===== src/rtl/ctrl_pipe_unit.sv =====
// Pipelined control unit: decodes the ID opcode into a control bundle and carries it through
// the EX, MEM and WB stage registers. It also handles load-use hazards, branch flush, global stall and halt drain.
module ctrl_pipe_unit #(
  parameter int REG_AW       = 4,
  parameter bit ZERO_REG_SUP = 1'b1
) (
  input  logic              clk,
  input  logic              rst,
  input  logic              id_valid,
  input  logic [3:0]        id_opcode,
  input  logic [REG_AW-1:0] id_rs,
  input  logic [REG_AW-1:0] id_rt,
  input  logic [REG_AW-1:0] id_rd,
  input  logic              flush,
  input  logic              stall_ext,
  output logic              load_use_stall,
  output logic              halt_pending,
  output logic              halted,
  output logic              ex_valid,
  output logic [9:0]        ex_ctrl,
  output logic [REG_AW-1:0] ex_rd,
  output logic              mem_valid,
  output logic [9:0]        mem_ctrl,
  output logic [REG_AW-1:0] mem_rd,
  output logic              wb_valid,
  output logic [9:0]        wb_ctrl,
  output logic [REG_AW-1:0] wb_rd
);

  localparam int C_REGWRITE = 0;
  localparam int C_MEMREAD  = 2;
  localparam int C_HLT      = 9;

  typedef enum logic [1:0] {
    ST_RUN,
    ST_DRAIN,
    ST_HALTED
  } state_t;

  state_t            state;
  state_t            state_nxt;
  logic [9:0]        dec_ctrl;
  logic              src_match;
  logic              rd_ok;
  logic              issue;
  logic              ex_valid_nxt;
  logic [9:0]        ex_ctrl_nxt;
  logic [REG_AW-1:0] ex_rd_nxt;

  // Bundle order: {hlt,Br,PCStore,LxB,ALUSrc,Branch,MemtoReg,MemRead,MemWrite,RegWrite}
  always_comb begin
    dec_ctrl = 10'h000;
    case (id_opcode)
      4'b0100, 4'b0101, 4'b0110: dec_ctrl = 10'h021;
      4'b1000:                   dec_ctrl = 10'h02D;
      4'b1001:                   dec_ctrl = 10'h022;
      4'b1010, 4'b1011:          dec_ctrl = 10'h061;
      4'b1100:                   dec_ctrl = 10'h030;
      4'b1101:                   dec_ctrl = 10'h130;
      4'b1110:                   dec_ctrl = 10'h081;
      4'b1111:                   dec_ctrl = 10'h200;
      default:                   dec_ctrl = 10'h001;
    endcase
    if (ZERO_REG_SUP && (id_rd == '0)) begin
      dec_ctrl[C_REGWRITE] = 1'b0;
    end
  end

  always_comb begin
    src_match = (ex_rd == id_rs) || (ex_rd == id_rt);
    rd_ok     = !ZERO_REG_SUP || (ex_rd != '0);
    load_use_stall = id_valid && ex_valid && ex_ctrl[C_MEMREAD] && src_match && rd_ok &&
                     !flush && (state == ST_RUN);
  end

  // Flush, load-use and any non-RUN state all turn the ID/EX load into a bubble.
  always_comb begin
    issue        = id_valid && (state == ST_RUN) && !flush && !load_use_stall;
    ex_valid_nxt = issue;
    ex_ctrl_nxt  = issue ? dec_ctrl : 10'h000;
    ex_rd_nxt    = issue ? id_rd : '0;
  end

  always_comb begin
    state_nxt = state;
    case (state)
      ST_RUN: begin
        if (!stall_ext && issue && dec_ctrl[C_HLT]) begin
          state_nxt = ST_DRAIN;
        end
      end
      ST_DRAIN: begin
        if (!stall_ext && mem_valid && mem_ctrl[C_HLT]) begin
          state_nxt = ST_HALTED;
        end
      end
      ST_HALTED: state_nxt = ST_HALTED;
      default:   state_nxt = ST_RUN;
    endcase
  end

  always_comb begin
    halt_pending = (state != ST_RUN);
    halted       = (state == ST_HALTED);
  end

  always_ff @(posedge clk or posedge rst) begin
    if (rst) begin
      state <= ST_RUN;
    end else begin
      state <= state_nxt;
    end
  end

  always_ff @(posedge clk or posedge rst) begin
    if (rst) begin
      ex_valid  <= 1'b0;
      ex_ctrl   <= 10'h000;
      ex_rd     <= '0;
      mem_valid <= 1'b0;
      mem_ctrl  <= 10'h000;
      mem_rd    <= '0;
      wb_valid  <= 1'b0;
      wb_ctrl   <= 10'h000;
      wb_rd     <= '0;
    end else if (!stall_ext) begin
      ex_valid  <= ex_valid_nxt;
      ex_ctrl   <= ex_ctrl_nxt;
      ex_rd     <= ex_rd_nxt;
      mem_valid <= ex_valid;
      mem_ctrl  <= ex_ctrl;
      mem_rd    <= ex_rd;
      wb_valid  <= mem_valid;
      wb_ctrl   <= mem_ctrl;
      wb_rd     <= mem_rd;
    end
  end

endmodule

===== config.mk =====
export PLATFORM = sky130hd
export DESIGN_NAME = ctrl_pipe_unit
export DESIGN_NICKNAME = d
export VERILOG_FILES = /design/src/rtl/ctrl_pipe_unit.sv
export SDC_FILE = /design/constraint.sdc
export NUM_CORES = 1
export LEC_CHECK = 0
export ABC_AREA = 1
export CORE_ASPECT_RATIO = 0.75
export CORE_MARGIN = 5
export CORE_UTILIZATION = 25
export CTS_BUF_LIST = sky130_fd_sc_hd__clkbuf_8
export DETAILED_ROUTE_END_ITERATION = 10
export HOLD_SLACK_MARGIN = 0.02
export PLACE_DENSITY = 0.48
export SLEW_MARGIN = 20
export SYNTH_ARGS = -nofsm -noshare
export SYNTH_HDL_FRONTEND = slang
export SYNTH_SLANG_ARGS = --single-unit

===== constraint.sdc =====
create_clock -name clk -period 1.4 [get_ports clk]
set_input_delay 0.28 -clock clk [delete_from_list [all_inputs] [get_ports clk]]
set_output_delay 0.28 -clock clk [all_outputs]
set_load 0.02 [all_outputs]

==> run_results.csv, run 1 <==
group,metric,value,unit
yosys,yosys_warnings,0,
clock_tree,cts_tree,"yes",
placed_design,gp_congestion,0.758,
floorplan,die_height,87.3,um
setup_path,cpMaxStageDelayCell,"dfrtp_1",
clock_tree,cts_htree_levels,2,
finish,antenna_cells,0,
yosys,ys_ff_latch,44,
flow_run,cap_violations,0,
floorplan,die-area,9860,um^2
clock_tree,clock_latency,0.29,ns
floorplan,core,7810,um^2
yosys,netlist_area,1990,um^2
pwr,p_total,3.82,mW
drt,routed_via_density,4.16,
pwr,pwr_density_cell,1150,nW/um^2
setup_path,cpLargestDelayFamily,"flip-flops",
run_status,violations,"negative setup slack",
setup_path,critPathBufInv,3,
sta,rsz0062_at_grt,"true",
setup_path,path_cells,"inv_2, ha_4, nand4_1, nor2_1, nand2_2, inv_2, buf_6",
floorplan,io_pins,69,
drt,postRouteAntennaNets,0,
setup_path,cp.arrival,1.35,ns
finish,nets,376,
setup_path,worstPathRequired,1.12,ns
sta,fin_skew,0.00669,ns
drt,wl,5600,um
yosys,ys_seq_area_frac,0.553,
setup_path,crit_start,"state[0]",
sta,fin_crit,1.63,ns
global_route,grt_remaining_overflow,0,
finish,layout-drive-gt1-share,0.295,
sta,worst_slack,-0.229,ns
yosys,syn-num-nets,267,
sta,post-route-period-util,1.16,
run_status,outcome,"finished with violations",
sta,whs,0.339,ns
drt,drc,0,
global_route,grt_start_max_net_pins,45,
global_route,antenna_found_initial,0,
clock_tree,clock-root-buffer,"clkbuf_8",
drt,dr.first_iter.drc_count,55,
yosys,syn_avg_cell_area,8.19,um^2
sta,setup_viol,18,
finish,final_common_cell,"nand2_1",
placed_design,place_inst,441,
global_route,grt_usage,0.118,
setup_path,r2r-start,"ex_rd[3]",
setup_path,cp_common_cell,"inv_2",
clock_tree,clock_sinks,44,
floorplan,initial_core_util,0.255,
setup_path,cp-start-kind,"register",
setup_path,path_max_fanout,3,
drt,wire_per_inst,12.2,um
yosys,syn_inst,243,
placed_design,hpwl,4080,um
global_route,grt_pass1_wl,9140,um
sta,hold_violations,0,
finish,syn2layout_area_growth,67.6,%
placed_design,io_buffers,68,
global_route,first_global_vias,1894,
pwr,irDropWorstVdd,0.462,mV
yosys,yosys.cell_types.count,19,
sta,maxSlewViolCount,0,
setup_path,endpoint_kind,"output pin",
pwr,leakage,1.81,nW
clock_tree,path_clk_slew,0.09,ns
min_path,hp-class,"input port to async pin",
setup_path,critical_path.max_stage_delay,0.40,ns
sta,max_slew.worst_pin.slew,0.404,ns
drt,num_vias,1903,
floorplan,die_x,113,um
floorplan,rows,28,
clock_tree,cts_buffers,5,
sta,clock.fmax,614,MHz
setup_path,worstSetupPathType,"register to output pin",
sta,slew_headroom,0.728,
finish,layout_common_cells,"84 x nand2_1, 40 x dfrtp_1, 40 x dlygate4sd2_1",
drt,dr.pass1.iters,4,
finish,final-instance-count-excl-fill,458,
clock_tree,cts_buffer_depth,2,
synthesized netlist by cell type, drive strengths merged:
library cell | n | area, um^2
nand4 | 2 | 12.5
clkinv | 1 | 3.75
nor4 | 1 | 21.3
nand3b | 1 | 7.51
nor2 | 9 | 36.3
nand2 | 95 | 359
clkbuf | 6 | 22.5
buf | 4 | 33.8
o21ai | 27 | 135
nor3 | 2 | 10.0
o22ai | 5 | 31.3
ha | 3 | 37.5
dfrtp | 44 | 1100
nand3 | 9 | 45.0
o41ai | 1 | 8.76
inv | 33 | 124
worst paths after layout:
| check | endpoint | slack (ns) | cells past startpoint |
|---|---|---|---|
| hold reg to reg | wb_ctrl[5] | 0.48 | 2 |
| setup / recovery | load_use_stall | -0.23 | 7 |
| max in group asynchronous | ex_rd[3] | 0.84 | 3 |
| hold / removal | wb_rd[0] | 0.34 | 3 |
| setup reg to reg | state[1] | -0.16 | 10 |
| min in group clk | wb_valid | 0.45 | 5 |
stage by stage:
step / instance area (um^2) / worst slack (ns) / TNS, ns / util
floorplan: 2010 / -0.168 / -0.686 / -
global placement: 3040 / -0.771 / -7.69 / 0.389
detailed placement: 3040 / -0.767 / -7.77 / 0.389
CTS: 3300 / -0.255 / -2.66 / 0.423
global route: 3330 / -0.361 / -3.98 / 0.427
finish: 3330 / -0.229 / -1.83 / 0.427
flip-flops by register name, indices dropped and copies added (netlist names):
signal and cells:
wb_rd 4, state 2, ex_valid 1, mem_ctrl 9, wb_ctrl 9, mem_rd 4
ex_rd 4, wb_valid 1, ex_ctrl 9, mem_valid 1
worst register-to-register path, cell delays in order, from the launching register on:
cell and delay (ns):
dfrtp_2 0.45, buf_6 0.13, nor3_4 0.17, nor2_1 0.07, nand2_2 0.07, buf_4 0.17
nand3_4 0.11, nand2_4 0.11, nand2_2 0.05, nand2_1 0.07, nand2_1 0.05
where the power goes:
| part | leakage (nW) | total (mW) | switching [mW] | internal (mW) |
|---|---|---|---|---|
| logic | 1.16 | 1.37 | 0.688 | 0.687 |
| clock network | 0.0541 | 0.980 | 0.452 | 0.529 |
| registers | 0.598 | 1.46 | 0.0765 | 1.39 |
layer usage:
| layer | track usage | up-vias | part of all wire |
|---|---|---|---|
| met1 | 0.150 | 887 | 0.47 |
| met5 | 0 | - | 0 |
| met4 | 0.0229 | 0 | 0.0046 |
| li1 | - | 972 | - |
| met3 | 0.0438 | 4 | 0.067 |
| met2 | 0.193 | 40 | 0.46 |
layout make-up:
type	instances	area [um^2]
well taps	105	131
fillers	814	4480
clock inverters	3	42.5
multi-input cells	155	861
flip-flops and latches	44	1110
repair buffers	112	992
inverters	34	133
clock buffers	5	68.8
cells by family after synthesis:
group,Yosys count,share of synthesized area
AO/OA/AOI/OAI,33,0.0881
adder cells (fa/ha/maj),3,0.0189
buffers and inverters,44,0.0924
flip-flops,44,0.553
AND/OR/NAND/NOR,119,0.247
what timing repair did:
action / in CTS / in global routing
hold buffers: 0 / 0
buffers inserted: 11 / 2
pin swaps: 12 / 11
gates resized for setup: 122 / 21
endpoints found under the setup margin: 64 / 24
Power figures use the tool's default switching activity.
==> inputs of run 2 (changes only) <==
PLACE_DENSITY = default   (was 0.48)
==> run 2 against run 1 <==
Compared with the run above:
- the flow still finishes with violations (negative setup slack)
- non-clock buffer count up 2
- cell count is 0.44% higher
- worst hold slack got worse by 0.059 ns
- clock power about the same
- sequential power barely moved
- register-to-register slack got worse by 0.04 ns
- maximum frequency fell by 2.8%
- flip-flop and latch count unchanged
- largest power group unchanged
==> run_results.csv, run 2 (synthesized netlist as in run 1, its figures left out) <==
group,metric,value,unit
run_status,outcome,"finished with violations",
run_status,violations,"negative setup slack",
sta,fin_skew,0.00791,ns
clock_tree,clock_latency,0.29,ns
clock_tree,clock-root-buffer,"clkbuf_8",
drt,postRouteAntennaNets,0,
flow_run,cap_violations,0,
finish,syn2layout_area_growth,70.7,%
clock_tree,clock_sinks,44,
clock_tree,cts_hold_buf,0,
setup_path,cp-start-kind,"input port",
pwr,clkPwrFrac,0.259,
placed_design,gp_congestion,0.793,
clock_tree,path_clk_slew,0.09,ns
clock_tree,cts_buffers,5,
finish,layout_common_cells,"85 x nand2_1, 41 x dlygate4sd2_1, 40 x dfrtp_1",
pwr,leakage,1.83,nW
clock_tree,cts_buffer_depth,2,
min_path,hp-class,"input port to async pin",
setup_path,cp.arrival,1.40,ns
floorplan,rows,28,
setup_path,endpoint_kind,"output pin",
sta,rsz0062_at_grt,"true",
pwr,swShare,0.314,
setup_path,path_cells,"clkdlybuf4s50_1, inv_1, nand2_1, nand2_1, nor2_4, nand2_2, nand2_2, nand2_2, inv_2, buf_6",
sta,setup_tns,-2.02,ns
drt,wl,5890,um
sta,fin_crit,1.68,ns
global_route,grt_remaining_overflow,0,
pwr,internal-power,2.68,mW
drt,dr.pass1.iters,4,
drt,routed_via_density,4.19,
setup_path,cp_common_cell,"nand2_2",
placed_design,hpwl,4420,um
floorplan,die_x,113,um
finish,utilization,0.435,
pwr,pwr-share-seq,0.377,
floorplan,io_pins,69,
finish,fillerInstances,787,
global_route,first_global_vias,1965,
pwr,p_switching,1.23,mW
finish,antenna_cells,0,
global_route,antenna_found_initial,0,
pwr,pwr_density_cell,1150,nW/um^2
pwr,power_frac_comb,0.365,
floorplan,core,7810,um^2
sta,hold_violations,0,
finish,final_common_cell,"nand2_1",
sta,clock.fmax,597,MHz
setup_path,path_max_fanout,2,
finish,layout-drive-gt1-share,0.299,
sta,worst_slack,-0.276,ns
setup_path,cpMaxStageDelayCell,"clkdlybuf4s50_1",
sta,slew_headroom,0.664,
floorplan,initial_core_util,0.255,
sta,setup_viol,16,
drt,num_vias,1927,
global_route,grt_start_max_net_pins,27,
sta,maxSlewViolCount,0,
setup_path,worstPathRequired,1.12,ns
floorplan,die_height,87.3,um
floorplan,die-area,9860,um^2
sta,max_slew.worst_pin.slew,0.498,ns
drt,drc,0,
global_route,grt_usage,0.121,
clock_tree,cts_tree,"yes",
pwr,irDropWorstVdd,0.445,mV
placed_design,io_buffers,68,
drt,dr.first_iter.drc_count,82,
global_route,grt_pass1_wl,9630,um
drt,wire_per_inst,12.8,um
finish,nets,378,
finish,multi_input_area,868,um^2
setup_path,worstSetupPathType,"input port to output pin",
sta,post-route-period-util,1.20,
clock_tree,cts_htree_levels,2,
finish,ff_latch_area,1110,um^2
finish,reg.largest.list,"ex_ctrl: 9 flops, mem_ctrl: 9 flops, wb_ctrl: 9 flops",
setup_path,critical_path.max_stage_delay,0.48,ns
run 2: cell count changes in the layout (fill, tap and decap cells not counted), moves of 2 or more:
| cell | change |
|---|---|
| inv_4 | -2 |
| clkdlybuf4s15_1 | -2 |
| clkdlybuf4s15_2 | +2 |
| buf_6 | +2 |
| clkdlybuf4s50_1 | +2 |
run 2: worst paths after layout:
kind,startpoint,end,slack [ns],depth (start not counted)
setup / recovery,id_rt[2],load_use_stall,-0.28,10
hold / removal,rst,wb_rd[1],0.28,2
setup reg to reg,state[0],state[0],-0.20,11
hold reg to reg,wb_ctrl[1],wb_ctrl[1],0.47,2
max in group asynchronous,rst,ex_ctrl[6],0.70,3
min in group clk,wb_ctrl[1],wb_ctrl[1],0.47,2
run 2: per-layer routing:
| layer | routed length (um) | vias to the layer above | GRT usage | part of all wire |
|---|---|---|---|---|
| met5 | 0 | - | 0 | 0 |
| met4 | 28 | 0 | 0.0229 | 0.0048 |
| met3 | 407 | 4 | 0.0424 | 0.069 |
| met2 | 2790 | 42 | 0.196 | 0.47 |
| met1 | 2660 | 908 | 0.160 | 0.45 |
| li1 | - | 973 | - | - |
run 2: final cells by class:
| type | instances | share of cell area |
|---|---|---|
| timing repair buffer | 114 | 0.305 |
| clock buffer | 6 | 0.0243 |
| clock inverter | 2 | 0.0114 |
| multi-input combinational | 155 | 0.256 |
| sequential | 44 | 0.326 |
| inverter | 34 | 0.0391 |
| tap | 105 | 0.0387 |
run 2: per-stage QoR:
step                      setup WS, ns  hold slack, ns  cells  total power [mW]  cell area (um^2)
after floorplan                 -0.168           0.401    243              2.06              2010
after global placement          -0.794           0.461    440              2.65              3040
after detailed placement        -0.792           0.463    440              2.67              3040
after CTS                       -0.285           0.284    453              3.78              3210
after global routing            -0.365           0.306    460              4.16              3400
final                           -0.276           0.279    460              3.90              3400
run 2: power by group through the flow:
stage | registers [mW] | clock network, mW | logic (mW)
finish | 1.47 | 1.01 | 1.42
global route | 1.49 | 1.11 | 1.57
CTS | 1.47 | 1.05 | 1.26
detailed placement | 1.50 | 0 | 1.17
global placement | 1.50 | 0 | 1.15
floorplan | 1.60 | 0 | 0.462
run 2: worst max-delay path: cells and delay by family:
kind | cells | cell delay [ns]
simple gates | 6 | 0.43
buf+inv | 4 | 0.67
run 2: repair_timing:
item	CTS	global route
gates resized for setup	95	47
buffers inserted	8	8
setup endpoints to repair	64	22
pin swaps	10	12
==> inputs of run 3 (changes only) <==
==> constraint.sdc (replaced) <==
create_clock -name clk -period 1.4 [get_ports clk]
set_input_delay 0.14 -clock clk [delete_from_list [all_inputs] [get_ports clk]]
set_output_delay 0.14 -clock clk [all_outputs]
set_load 0.02 [all_outputs]
==> run 3 against run 2 <==
Compared with the run above:
- the flow still finishes with violations (negative setup slack)
- clock skew is 0.00064 ns lower
- sequential power is essentially flat
- worst hold slack worse by 0.085 ns
- worst setup slack better by 0.16 ns
- global-route usage about the same
- via count decreased by 1.3%
- largest cell class unchanged
==> run_results.csv, run 3 (synthesized netlist as in run 1, its figures left out) <==
group,metric,value,unit
pwr,p_total,3.67,mW
finish,layout-drive-gt1-share,0.289,
finish,utilization,0.432,
sta,slew_headroom,0.652,
finish,fillerInstances,794,
floorplan,rows,28,
global_route,grt_pass1_wl,9600,um
setup_path,r2r-start,"ex_rd[2]",
pwr,leakage,1.90,nW
run_status,violations,"negative setup slack",
placed_design,hpwl,4110,um
drt,num_vias,1902,
sta,maxSlewViolCount,0,
drt,dr.pass1.iters,4,
floorplan,die_height,87.3,um
clock_tree,clock_sinks,44,
global_route,grt_usage,0.121,
drt,wl,5660,um
setup_path,path_max_fanout,4,
sta,whs,0.194,ns
setup_path,endpoint_kind,"register",
finish,multi_input_area,873,um^2
clock_tree,clock-root-buffer,"clkbuf_8",
flow_run,cap_violations,0,
floorplan,initial_core_util,0.255,
drt,drc,0,
setup_path,worstSetupPathType,"register to register",
setup_path,cp.arrival,1.71,ns
finish,nets,379,
placed_design,place_inst,442,
finish,antenna_cells,0,
setup_path,crit_start,"ex_rd[2]",
clock_tree,cts_buffers,5,
clock_tree,path_clk_slew,0.09,ns
clock_tree,clock_latency,0.29,ns
global_route,first_global_vias,1989,
finish,layout_common_cells,"83 x nand2_1, 43 x dfrtp_1, 38 x dlygate4sd2_1",
placed_design,gp_congestion,0.722,
finish,reg.largest.list,"ex_ctrl: 9 flops, mem_ctrl: 9 flops, wb_ctrl: 9 flops",
sta,hold_violations,0,
clock_tree,cts_hold_buf,0,
sta,post-route-period-util,1.08,
placed_design,placed_area,3040,um^2
global_route,grt_remaining_overflow,0,
finish,ff_latch_area,1100,um^2
sta,max_slew.worst_pin.slew,0.517,ns
setup_path,worstPathRequired,1.59,ns
finish,syn2layout_area_growth,69.8,%
run_status,outcome,"finished with violations",
sta,clock.fmax,659,MHz
drt,routed_via_density,4.13,
floorplan,die_x,113,um
floorplan,core,7810,um^2
global_route,antenna_found_initial,0,
clock_tree,cts_htree_levels,2,
floorplan,die-area,9860,um^2
placed_design,io_buffers,68,
finish,final-instance-count-excl-fill,461,
min_path,hp-class,"input port to async pin",
global_route,grt_start_max_net_pins,45,
sta,setup_viol,16,
drt,wire_per_inst,12.3,um
sta,fin_crit,1.52,ns
sta,fin_skew,0.00726,ns
pwr,pwr_density_cell,1090,nW/um^2
finish,design_area,3380,um^2
pwr,irDropWorstVdd,0.508,mV
sta,rsz0062_at_grt,"true",
drt,postRouteAntennaNets,0,
finish,final_common_cell,"nand2_1",
clock_tree,cts_buffer_depth,2,
drt,dr.first_iter.drc_count,78,
setup_path,cp-start-kind,"register",
sta,worst_slack,-0.118,ns
clock_tree,cts_tree,"yes",
floorplan,io_pins,69,
==> run 3: changes by cell type in the layout (fill, tap and decap cells not counted), moves of 3 or more <==
cell,previous run,this run
buf_4,32,35
clkdlybuf4s50_1,16,19
dfrtp_1,40,43
dfrtp_2,4,1
dlygate4sd2_1,41,38
dlymetal6s2s_1,2,6
o21ai_2,2,5
==> run 3: critical path: stages (launching register included) <==
cell and delay (ns):
dfrtp_1 0.44, buf_6 0.14, nor3_2 0.16, nor2_1 0.07
nand2_2 0.08, buf_6 0.14, nand3_4 0.09, nand2_4 0.11
nand2_4 0.05, nand2_1 0.08, nand2_1 0.04
==> run 3: metal layers <==
metal  GRT usage  routed length [um]
met1       0.165                2680
met2       0.190                2560
met3      0.0438                 401
met4      0.0197                  14
met5           0                   0
==> run 3: repair_timing <==
item | in CTS | in global routing
setup endpoints to repair | 58 | 27
resized for setup | 96 | 34
setup buffers | 10 | 5
pin swaps | 6 | 12
gates cloned | 0 | 0
==> run 3: report_power, final <==
part	leakage (nW)	total, mW	internal [mW]	switching, mW
combinational	1.24	1.38	0.679	0.698
sequential	0.602	1.47	1.39	0.0803
clock	0.0510	0.822	0.394	0.428
==> run 3: final timing paths <==
check,endpoint,slack (ns),cells after the start
max,state[0],-0.12,10
min,ex_rd[1],0.19,3
max reg2reg,state[0],-0.12,10
min reg2reg,wb_ctrl[1],0.47,2
max in group asynchronous,ex_ctrl[1],0.98,3
min in group clk,wb_ctrl[6],0.35,4
==> run 3: cell type report <==
type,instances,share of cell area
flip-flops and latches,44,0.326
repair buffers,115,0.310
multi-input cells,155,0.259
well taps,105,0.0389
inverters,34,0.0385
clock buffers,6,0.0244
clock inverters,2,0.00296
==> run 3: metrics by stage <==
step | worst slack (ns) | setup TNS [ns]
final | -0.118 | -0.810
after CTS | -0.137 | -0.540
after global routing | -0.259 | -2.96
after detailed placement | -0.469 | -4.38
after global placement | -0.472 | -4.34
after floorplan | -0.168 | -0.667
